**src/rtl/jk_pkg.sv**
```systemverilog
// Shared encodings and next-state function for the JK command sequencer.
// jk_next() is used by the checker and matches the behaviour of jk_ff.
package jk_pkg;

  typedef enum logic [1:0] {
    OP_HOLD   = 2'b00,
    OP_CLEAR  = 2'b01,
    OP_SET    = 2'b10,
    OP_TOGGLE = 2'b11
  } op_t;

  typedef enum logic {
    ST_IDLE = 1'b0,
    ST_RUN  = 1'b1
  } state_t;

  function automatic logic jk_next(input logic q, input logic j, input logic k);
    case ({j, k})
      2'b00:   return q;
      2'b01:   return 1'b0;
      2'b10:   return 1'b1;
      default: return ~q;
    endcase
  endfunction

endpackage

```
**src/rtl/jk_cmd_fifo.sv**
```systemverilog
// Synchronous command FIFO. Read data is shown combinationally from the head entry.
// The pointers carry an extra wrap bit so that full and empty can be told apart.
module jk_cmd_fifo #(
  parameter int DEPTH = 4,
  parameter int W     = 10
) (
  input  logic         clk,
  input  logic         reset,
  input  logic         push,
  input  logic         pop,
  input  logic [W-1:0] din,
  output logic [W-1:0] dout,
  output logic         full,
  output logic         empty
);

  localparam int AW = $clog2(DEPTH);

  logic [AW:0]  wr_ptr;
  logic [AW:0]  rd_ptr;
  logic [W-1:0] mem [DEPTH];

  assign empty = (wr_ptr == rd_ptr);
  assign full  = (wr_ptr[AW] != rd_ptr[AW]) && (wr_ptr[AW-1:0] == rd_ptr[AW-1:0]);
  assign dout  = mem[rd_ptr[AW-1:0]];

  always_ff @(posedge clk) begin
    if (reset) begin
      wr_ptr <= '0;
      rd_ptr <= '0;
    end else begin
      if (push && !full) wr_ptr <= wr_ptr + 1'b1;
      if (pop && !empty) rd_ptr <= rd_ptr + 1'b1;
    end
  end

  // Storage holds data only and is never reset.
  always_ff @(posedge clk) begin
    if (push && !full) mem[wr_ptr[AW-1:0]] <= din;
  end

endmodule

```
**src/rtl/jk_cmd_sequencer.sv**
```systemverilog
// Drives j/k from queued JK commands and checks the fed-back q against a shadow flip-flop.
// Every command is driven for cnt+1 cycles, and commands follow one another with no HOLD bubble.
module jk_cmd_sequencer
  import jk_pkg::*;
#(
  parameter int DEPTH = 4,
  parameter int CNT_W = 8
) (
  input  logic             clk,
  input  logic             reset,
  input  logic             cmd_valid_i,
  output logic             cmd_ready_o,
  input  logic [1:0]       cmd_op_i,
  input  logic [CNT_W-1:0] cmd_cnt_i,
  output logic             j_o,
  output logic             k_o,
  input  logic             q_i,
  output logic             busy_o,
  output logic             done_o,
  output logic             err_o,
  output logic [7:0]       err_cnt_o
);

  localparam int FW = 2 + CNT_W;

  logic             fifo_full;
  logic             fifo_empty;
  logic             push;
  logic             pop;
  logic [FW-1:0]    fifo_dout;
  logic [1:0]       head_op;
  logic [CNT_W-1:0] head_cnt;

  state_t           state;
  state_t           state_nxt;
  logic [CNT_W-1:0] rem;
  logic [CNT_W-1:0] rem_nxt;
  logic             j_nxt;
  logic             k_nxt;
  logic             done_nxt;
  logic             exp_q;
  logic             synced;

  assign push        = cmd_valid_i && !fifo_full;
  assign cmd_ready_o = !fifo_full;
  assign busy_o      = (state == ST_RUN) || !fifo_empty;
  assign head_op     = fifo_dout[FW-1:CNT_W];
  assign head_cnt    = fifo_dout[CNT_W-1:0];

  jk_cmd_fifo #(.DEPTH(DEPTH), .W(FW)) u_fifo (
    .clk   (clk),
    .reset (reset),
    .push  (push),
    .pop   (pop),
    .din   ({cmd_op_i, cmd_cnt_i}),
    .dout  (fifo_dout),
    .full  (fifo_full),
    .empty (fifo_empty)
  );

  always_comb begin
    state_nxt = state;
    rem_nxt   = rem;
    j_nxt     = j_o;
    k_nxt     = k_o;
    pop       = 1'b0;
    done_nxt  = 1'b0;
    case (state)
      ST_IDLE: begin
        j_nxt = 1'b0;
        k_nxt = 1'b0;
        if (!fifo_empty) begin
          pop            = 1'b1;
          {j_nxt, k_nxt} = head_op;
          rem_nxt        = head_cnt;
          state_nxt      = ST_RUN;
        end
      end
      default: begin
        if (rem == '0) begin
          done_nxt = 1'b1;
          // On the last drive cycle the next command is loaded directly, so no HOLD cycle is inserted.
          if (!fifo_empty) begin
            pop            = 1'b1;
            {j_nxt, k_nxt} = head_op;
            rem_nxt        = head_cnt;
          end else begin
            j_nxt     = 1'b0;
            k_nxt     = 1'b0;
            state_nxt = ST_IDLE;
          end
        end else begin
          rem_nxt = rem - 1'b1;
        end
      end
    endcase
  end

  always_ff @(posedge clk) begin
    if (reset) begin
      state     <= ST_IDLE;
      j_o       <= 1'b0;
      k_o       <= 1'b0;
      done_o    <= 1'b0;
      exp_q     <= 1'b0;
      synced    <= 1'b0;
      err_o     <= 1'b0;
      err_cnt_o <= '0;
    end else begin
      state  <= state_nxt;
      j_o    <= j_nxt;
      k_o    <= k_nxt;
      done_o <= done_nxt;
      // The shadow model samples j/k at the same edge as jk_ff does.
      exp_q  <= jk_next(exp_q, j_o, k_o);
      synced <= synced | (j_o ^ k_o);
      err_o  <= synced && (q_i != exp_q);
      if (err_o && (err_cnt_o != 8'hFF)) err_cnt_o <= err_cnt_o + 1'b1;
    end
  end

  // The remaining-count register is only read in RUN, after it has been loaded.
  always_ff @(posedge clk) begin
    rem <= rem_nxt;
  end

endmodule

```
**config.mk**
```make
export PLATFORM = sky130hd
export DESIGN_NAME = jk_cmd_sequencer
export DESIGN_NICKNAME = d
export VERILOG_FILES = /design/src/rtl/jk_pkg.sv /design/src/rtl/jk_cmd_fifo.sv /design/src/rtl/jk_cmd_sequencer.sv
export SDC_FILE = /design/constraint.sdc
export NUM_CORES = 1
export LEC_CHECK = 0
export BUFFER_PORTS_ARGS = -buffer_cell sky130_fd_sc_hd__buf_4
export CAP_MARGIN = 20
export CORE_MARGIN = 1
export CORE_UTILIZATION = 40
export DETAILED_ROUTE_END_ITERATION = 6
export PLACE_DENSITY_LB_ADDON = 0.15
export SLEW_MARGIN = 15
export SYNTH_ARGS = -nofsm -noshare
export SYNTH_HDL_FRONTEND = slang
export SYNTH_SLANG_ARGS = --single-unit
```
**constraint.sdc**
```tcl
create_clock -name clk -period 4.52 [get_ports clk]
set_clock_uncertainty 0.2 [all_clocks]
set_input_delay 0.226 -clock clk [delete_from_list [all_inputs] [get_ports clk]]
set_output_delay 0.226 -clock clk [all_outputs]
set_load 0.01 [all_outputs]
```
======== After elaboration in Yosys (flattened, before gate mapping) ========
Memory sizes are Yosys's and may differ from the RTL's. A register that Yosys moved wholly into a read port is not among the register bits.
Cells that the tools add are included.
word-level totals
  bits in registers ....................... 29
  bits in writable memories ............... 40
  input bits .............................. 14
  output and inout port bits .............. 14
  logic and storage cells ................. 60
  memories ................................ 1
memories
  name        depth  bits a word  read ports  clocked after Yosys merged registers in  wr ports  line               source
  u_fifo.mem  4      10           1           1                                        1         jk_cmd_fifo.sv:21  logic [W-1:0] mem [DEPTH];
operators by class
  $add $sub $neg .......................... 4
  equal/unequal tests ..................... 8
  mux-type cells .......................... 20
  bitwise logic cells ..................... 4
  reductions and logical operators ........ 12
operators with widths
  cell                 count
  $mux 8               3
  $mux 1               14
  $add 8x1->8 const B  1
  $logic_not 8->1      1
  $ne 8x8->1 const B   1
  $sub 8x1->8 const B  1
  $add 3x1->3 const B  2
  $logic_and 1x1->1    6
  $mux 2               2
  $eq 3x3->1           1
  $pmux 1 s3           1
  $eq 2x1->1 const B   1
  $eq 2x2->1           1
  $eq 2x2->1 const B   1
  $logic_not 1->1      2
  $logic_not 2->1      1
  $ne 1x1->1           2
  $ne 2x1->1 const B   1
  $not 1->1            2
  $reduce_or 2->1      1
  $logic_or 1x1->1     1
  $or 1x1->1           1
  $xor 1x1->1          1

======== Depth between registers and ports, before layout ========
Gate-level depths: netlist (run 1).
  depth after elaboration ................. 7
  mapped depth ............................ 7
  depth with buffers taken out ............ 6

======== Hierarchy ========
From an unflattened synthesis (run 1), not the netlist that was laid out.
unflattened totals
  cell total of the unflattened synthesis .. 251
  area, all modules ....................... 3199.3 um^2
by module, submodules not included
  module            times used  cells an instance  area an instance (um^2)  seq. area each (um^2)
  jk_cmd_fifo       1           120                2016.9                   1361.3
  jk_cmd_sequencer  1           131                1182.4                   460.4

======== Least setup slack after synthesis (run 1) ========
OpenSTA, ideal clock, no wires.
  kind .................................... flip-flop to flip-flop
  start point ............................. register rem[0]
  end point ............................... register rem[2]
  library setup time ...................... 119 ps
  arrival ................................. 1775 ps
  data required time ...................... 4201 ps
  setup slack ............................. 2426 ps
  cell stages (with the launch flop) ...... 7
  buffers on the path ..................... 0
  period minus slack after synthesis ...... 2094 ps
  path through ............................ dfxtp_1 -> inv_1 -> ha_1 -> or3b_2 -> o21ai_2 -> mux2_2 -> o221a_2
on the way
  word-level cells in the longest chain between the ends .. 3
  elaborated cells on any way between the ends .. 4
  those cells by class .................... 1 x add/sub; 2 x mux; 1 x reduce/logical
ends and longest elaborated chain
  element                                                line                                            source
  from (decl)                                            jk_cmd_sequencer.sv:36                          logic [CNT_W-1:0] rem;
  from (signal assigned)                                 jk_cmd_sequencer.sv:124                         rem <= rem_nxt;
  $sub 8x1->8 / $logic_not 8->1 (equally long branches)  jk_cmd_sequencer.sv:93, jk_cmd_sequencer.sv:80
  $mux 8 *                                               jk_cmd_sequencer.sv:80                          if (rem == '0) begin
  $mux 8 *                                               jk_cmd_sequencer.sv:68                          case (state)
  via rem_nxt[2]                                         jk_cmd_sequencer.sv:37                          logic [CNT_W-1:0] rem_nxt;
The timed path passes the listed nets; every way through them passes the cells marked *.
A chain may end at the register's enable or synchronous reset.

======== Final worst setup path (run 1) ========
Same ends and word-level chain as after synthesis.

==> results.txt, run 1 <==
The run finished with clean final reports. The worst setup path is launched from a flop. In the final layout, the share of cells above drive strength 1 is 0.2158. The number of buffers created by CTS is 9. The floorplan core area is between 7000 and 8000 sq um.

The tool flagged a number of max-cap violations equal to 0. The tightest min-delay check is of the input pin to flop type. The number of hold violations in the final report is 0.

The largest fanout on the critical path is 12. The gate count after technology mapping came out at 230. The DRC marker count from the first detailed-route iteration came out at slightly above 70. The dominant combinational cell family by area after synthesis is simple AND/OR/NAND/NOR gates.

The most used flip-flop cell after synthesis is edfxtp_1. The remaining antenna violation count after routing is 0. TritonCTS built the clock tree. In the finished design, the share of the clock period the worst path needs comes to 0.5556. Setup violations remaining at the end of the flow were counted as 0.

The worst relative slew slack is 0.5344. The initial antenna violation count was 0. The number of nets in the final layout is approximately 300. The max-slew violation total from the final report came out at 0.

The number of top-level pins came out at 28. The mapped netlist covers approximately 3000 sq um. The pin count of the biggest net entering global routing is 25. In this run the post-CTS setup repair buffer count came out at 0. For this run, the top clock speed supported by timing is 398.2 MHz. In the final routed layout, each cell accounts on average for about 14 um. The routed via count divided by cell count came out at between 5 and 6. The number of nets in the synthesized netlist is 254. The global-route wire length before repair came out at between 8000 and 9000 um. In the global route stage, overall resource usage came out at 0.1519. The setup path with the least slack is of type flop to flop. The worst setup path is captured at a flop.

The iteration count of the initial detailed-routing pass is 4. After routing, the total negative slack on setup checks comes to 0 ns. The HPWL after detailed placement is roughly 3500 um. The root buffer cell chosen for the clock tree is clkbuf_8. The placed cell area came out at around 3300 sq um. The leakage power of the design came out at around 1.3 nW. Of the total synthesized cell area, the portion taken by full adders, half adders and majority gates is 0.04168. The slew at the pin closest to its max-slew limit came out at ~0.7 ns. The die area is just under 8000 sq um. The latest clock arrival within the worst-skew pair came out at between 0.3 and 0.4 ns. The global-route congestion overflow total is 0.

Of the post-synthesis cell area, the part taken by muxes is 0.09921. The total of hold buffers inserted after clock tree synthesis is 11. The final wirelength is 5265 um. Setup repair after global routing left no endpoint under its margin. The number of synthesized register bits came out at slightly above 70. The setup check on the worst reg-to-reg path leaves a slack of approximately 2 ns.

The placer congestion estimate is between 0.7 and 0.8. The floorplan die width is approximately 89 um. The total clock sinks is 71.

The floorplan die height is roughly 90 um. The area fraction in compound gates after synthesis came to 0.07628. The total via count in the routed design is 1887. Data on the critical path is required at its endpoint by about 4.6 ns. The final cell utilization of the core came out at 0.4985.

The proportion of register bits with asynchronous set or reset after synthesis is 0. After synthesis, the netlist uses 40 different library cells. The number of synthesized flops with an enable pin came out at 40. In this run the number of H-tree levels came out at 3. After routing the design area is 3616 sq um. The proportion of synthesized chip area in sequential cells came out at 0.6069. The xor and xnor fraction of the mapped netlist area came out at 0.03210. The remaining routing DRC violations is 0. Gates resized during post-CTS repair numbered 0. The clock passes through at most 2 buffers. A synthesized cell averages about 13 sq um. In this run the power density over the cells is about 520 nW/um^2. The growth of design area from synthesis to finish is 20.47%. The arrival time at the worst endpoint is 2.55 ns. The number of antenna diodes in the final layout is 0. The minimum clock period after layout is 2.511 ns.

Across the VDD grid, the largest voltage drop is slightly below 0.2 mV. The warning count from the yosys run came out at 0. The clock-pin slew on the worst setup and hold paths is around 0.090 ns.

The via count of the first global-routing pass is 1745. The number of rows in the core area is 31. The simple-gate area share of the yosys netlist came out at 0.1205. The layout filler cell count came out at ~640. The count of port buffers added during placement is 27. The starting density of the core is 0.4138.
-- synth_stat cells, types with 2 or more instances --
library cell	n	area, sq um
o21ai_0	7	35.03
or3_1	4	25.02
xnor2_1	5	43.79
clkbuf_1	3	11.26
mux2i_1	5	50.05
xor2_1	6	52.55
nor2_1	13	48.80
mux2_2	2	22.52
dfxtp_1	31	620.6
ha_1	10	125.1
buf_2	2	10.01
a211oi_1	2	15.01
nand2_1	4	15.01
and2_1	6	37.54
o31ai_1	3	22.52
and4_1	2	17.52
nor3_1	5	25.02
nand4_1	3	18.77
a31oi_1	4	25.02
and3_1	3	18.77
mux4_2	10	225.2
o21a_1	2	15.01
nand3_1	17	85.08
edfxtp_1	40	1201
inv_1	10	37.54
a21oi_1	15	75.07
nand2b_1	2	12.51
nor4b_1	2	17.52
-- through the flow --
stage | hold slack [ns] | total power, mW | std cells | setup WS (ns)
6_report | 0.02420 | 1.886 | 377 | 2.009
5_1_grt | 0.02888 | 2.012 | 377 | 1.882
4_1_cts | 0.01794 | 1.907 | 377 | 2.015
3_5_place_dp | 0.2290 | 1.382 | 350 | 2.019
3_3_place_gp | 0.2279 | 1.376 | 350 | 2.052
2_1_floorplan | 0.1249 | 1.240 | 230 | 2.426
-- path summary, 6_finish.rpt --
path         depth (start not counted)                   endpoint              start
max                                  6             rem[2]$_DFF_P_     rem[0]$_DFF_P_
min                                  2  err_cnt_o[1]$_SDFFE_PP0P_              reset
max reg2reg                          6             rem[2]$_DFF_P_     rem[0]$_DFF_P_
min reg2reg                          1           err_o$_SDFF_PP0_  synced$_SDFF_PP0_
-- worst max-delay path, cell delays in order (launching register included) --
cell and delay (ns):
dfxtp_1 0.35, inv_1 0.09, ha_1 0.15, or3b_2 0.50
o21ai_2 0.47, mux2_2 0.39, o221a_2 0.26
-- cells by family (layout without fill, tap and decap cells) --
logic type / Yosys count / in the layout
flip-flops: 71 / 71
AND/OR/NAND/NOR: 66 / 66
AO/OA/AOI/OAI: 38 / 38
multiplexers: 17 / 17
buffers and inverters: 17 / 65
XOR/XNOR: 11 / 11
adder cells (fa/ha/maj): 10 / 10
-- cell type report --
type | count | area (sq um) | area share
Clock buffer | 9 | 123.9 | 0.03426
Clock inverter | 7 | 78.83 | 0.02180
Inverter | 10 | 37.54 | 0.01038
Multi-Input combinational cell | 142 | 1110 | 0.3069
Sequential cell | 71 | 1822 | 0.5038
Tap cell | 99 | 123.9 | 0.03426
Timing Repair Buffer | 39 | 320.3 | 0.08858
-- flip-flops by register name (all words and copies together), names as in the netlist, named ones only --
name           flops
u_fifo.mem        40
err_cnt_o          8
rem                8
u_fifo.rd_ptr      3
u_fifo.wr_ptr      3
done_o             1
err_o              1
exp_q              1
j_o                1
k_o                1
state              1
synced             1
-- power by group --
| group | total [mW] | leakage [nW] | internal, mW | switching (mW) |
|---|---|---|---|---|
| Combinational | 0.476 | 0.596 | 0.240 | 0.236 |
| Sequential | 0.891 | 0.622 | 0.778 | 0.113 |
| Clock | 0.519 | 0.0929 | 0.260 | 0.259 |
| Total | 1.89 | 1.31 | 1.28 | 0.607 |
-- cells in the final DEF, fill, tap and decap left out, drive strengths merged, types with 9 or more instances in the layout --
master,instances
buf,28
dlygate4sd3,11
nor2,13
o21ai,9
dfxtp,31
edfxtp,40
mux4,10
ha,10
clkbuf,9
nand3,17
inv,13
a21oi,15
-- layer usage --
layer  vias up  GRT usage  routed length, um
li1        960          -                  -
met4         0    0.07478                 76
met5         -          0                  0
met1       895     0.2060               2563
met2        26     0.2308               2502
met3         6    0.03451                123
No activity file was read; power rests on OpenSTA's default activity.
==> run 2: changes to the inputs <==
==> constraint.sdc (replaced) <==
create_clock -name clk -period 2.3 [get_ports clk]
set_clock_uncertainty 0.2 [all_clocks]
set_input_delay 0.115 -clock clk [delete_from_list [all_inputs] [get_ports clk]]
set_output_delay 0.115 -clock clk [all_outputs]
set_load 0.01 [all_outputs]
==> run 2 against run 1 <==
  * Setup slack got worse by 1.9 ns
  * First-iteration DRC count down 14%
  * Core utilization is 1.4 points higher
  * Final cell count increased by 3.2%
  * Routed wire length increased by 4.2%
  * Sequential share of layout area down 1.3 points
  * Critical endpoint unchanged
  * Critical path depth unchanged
  * Die area did not move
==> results.txt, run 2 (synthesized netlist as in run 1, its figures left out) <==
The via count of the first global-routing pass is 1798 (+3.0%). The arrival time at the worst endpoint is 2.21 ns (-0.34 ns). In this run the worst setup path terminates at rem[2]$_DFF_P_.

The aggregate negative setup slack is 0 ns (unchanged). The H-tree level count came out at 3 (unchanged). The flip-flop and latch area came out at 1822 sq um (unchanged). The leakage power of the design came out at 1.383 nW (+5.5%). In this run the critical register-to-register path is launched from rem[0]$_DFF_P_. The post-layout worst setup margin came out at 0.1159 ns (-1.893 ns). The max-slew violation total from the final report is 0 (unchanged). The clock share of power is 0.267 (-0.008). In this run the worst hold path is classified as input pin to flop. The number of buffers on the longest clock path was 2 (unchanged).

The starting density of the core came to 0.4138 (unchanged). The global-route congestion overflow total came to 0 (unchanged). The total routing usage reported by global routing came out at 0.1570 (+0.005142). The number of rows in the core area is 31 (unchanged).

The number of nets in the final layout is 309 (+4.0%). The clock-pin slew on the worst setup and hold paths came out at 0.08 ns (about the same). The largest fanout on the critical path is 5 (-7). The number of violations of the max-capacitance limit was 0 (unchanged). The die area is 7854 sq um (unchanged). The iteration count of the initial detailed-routing pass came out at 5 (+1). The startpoint class of the critical path is a flop. The flip-flop count of the largest register after layout is 40 (unchanged). The required time of the critical path is 2.33 ns (-2.23 ns). The library cell used most frequently in the layout, excluding fill and tap cells, is edfxtp_1.

The share of total power consumed by net switching was 0.3186 (-0.003430). The smallest hold slack is 0.07834 ns (+0.05414 ns). The proportion of power drawn by combinational gates is 0.276 (+0.024). The maximum VDD drop came out at 0.5225 mV (+160%). The flow ran to the end, and the final reports show no timing, DRC or antenna violations.

The remaining antenna violation count after routing came out at 0 (unchanged). The worst setup path is captured at a flop. The floorplan die width came out at 88.63 um (unchanged). The final wirelength was 5486 um (+4.2%). The latest clock arrival within the worst-skew pair came out at 0.33 ns (about the same). The antenna diode count is 0 (unchanged). The number of buffers created by CTS is 9 (unchanged). The fraction of layout cells with a size suffix above 1 came out at 0.2448 (+0.02900). The worst register-to-register path ends at rem[2]$_DFF_P_. The pin count of the biggest net entering global routing came out at 25 (unchanged). The worst relative slew slack came to 0.5672 (+0.03280). In the layout the commonest cells are edfxtp_1, buf_4, dfxtp_1.

The routed via count divided by cell count came out at 5.026 (+0.41%). The post-route clock period utilization came out at 0.9496 (+0.3940). The sequential fraction of design power is 0.457 (-0.016). The setup slack at placement came out at 0.1209 ns (-1.898 ns). The most critical setup path has its startpoint at rem[0]$_DFF_P_. The total net switching power is 1.207 mW (+99%). The register-to-register setup slack was 0.12 ns (-1.89 ns). The root buffer cell is clkbuf_8. The floorplan die height was 88.63 um (unchanged). The global-route wire length before repair came out at 8838 um (+3.1%). The remaining routing DRC violations is 0 (unchanged). The number of top-level pins was 28 (unchanged). The count of port buffers added during placement came to 27 (unchanged). Setup repair after global routing left no endpoint under its margin. The power per standard cell area is 1020 nW/um^2 (+96%). The DRC marker count from the first detailed-route iteration is 62 (-14%). TritonCTS built the clock tree.

The combined area of the multi-input logic cells is 1111 sq um (+0.11%). The total via count in the routed design is 1955 (+3.6%). The slew at the pin closest to its max-slew limit came to 0.6402 ns (-0.05727 ns). The internal power of the cells is 2.581 mW (+100%). The cell depth of the worst flop-to-flop path is 6 (unchanged).

The placed wire-length estimate is 3684 um (+4.9%). The achievable clock frequency is 457.9 MHz (+15%). The total clock sinks is 71 (unchanged).

The growth of design area from synthesis to finish is 23.76%. The floorplan core area was 7253 sq um (unchanged). The number of hold violations in the final report came out at 0 (unchanged). The minimum clock period after layout is 2.184 ns (-0.3273 ns). The routed length per placed instance was 14.10 um (+0.98%).

The placer congestion estimate came out at 0.8182 (+12%). The final-report setup violation count came to 0 (unchanged). The layout filler cell count is 648 (+1.4%).

The initial antenna violation count came out at 0 (unchanged). The critical path class is flop to flop.
-- run 2: layer usage --
| layer | vias up | GRT usage | wire (um) |
|---|---|---|---|
| met5 | - | 0 | 0 |
| met4 | 0 | 0.05718 | 17 |
| met3 | 2 | 0.04478 | 175 |
| met2 | 38 | 0.2413 | 2585 |
| met1 | 938 | 0.2132 | 2708 |
| li1 | 977 | - | - |
-- run 2: final cells by class --
type                    count  area share
multi-input cells         142      0.2991
flip-flops and latches     71      0.4904
repair buffers             51      0.1128
clock buffers               9     0.03334
clock inverters             7     0.02088
well taps                  99     0.03334
inverters                  10     0.01010
-- run 2: critical path: stages, from the launching register on --
cell,delay (ns)
dfxtp_1,0.35
inv_1,0.09
ha_1,0.14
or3b_2,0.49
o21ai_2,0.20
mux2_2,0.35
o221a_2,0.26
-- run 2: worst min path at each step --
stage                     slack (ns)    startpoint                       endpoint  cells past startpoint
after floorplan                 0.01  cmd_cnt_i[0]     u_fifo.mem[0][0]$_DFFE_PP_                      0
after global placement          0.12  cmd_cnt_i[0]     u_fifo.mem[2][0]$_DFFE_PP_                      1
after detailed placement        0.12  cmd_cnt_i[3]     u_fifo.mem[3][3]$_DFFE_PP_                      1
after CTS                       0.06   cmd_valid_i  u_fifo.wr_ptr[2]$_SDFFE_PP0P_                      4
after global routing            0.09   cmd_valid_i  u_fifo.wr_ptr[2]$_SDFFE_PP0P_                      4
final                           0.08   cmd_valid_i  u_fifo.wr_ptr[2]$_SDFFE_PP0P_                      4
-- run 2: what timing repair did --
| item | 4_1_cts | 5_1_grt |
|---|---|---|
| hold endpoints to repair | 60 | 0 |
| endpoints found under the setup margin | 0 | 3 |
| hold buffers | 13 | 0 |
| buffers inserted | 0 | 0 |
| gates resized for setup | 0 | 2 |
-- run 2: metrics by stage --
step	area [sq um]	instances	util	total power [mW]
after floorplan	3002	230	-	2.437
after global placement	3378	360	0.4658	2.786
after detailed placement	3378	360	0.4658	2.787
after CTS	3710	389	0.5115	3.828
after global routing	3715	389	0.5122	4.052
final	3715	389	0.5122	3.789
-- run 2: power by group through the flow --
stage	sequential, mW	clock, mW	combinational, mW
after global routing	1.76	1.11	1.17
after floorplan	1.68	0	0.754
final	1.73	1.01	1.05
after global placement	1.76	0	1.02
after CTS	1.73	1.05	1.05
after detailed placement	1.76	0	1.03
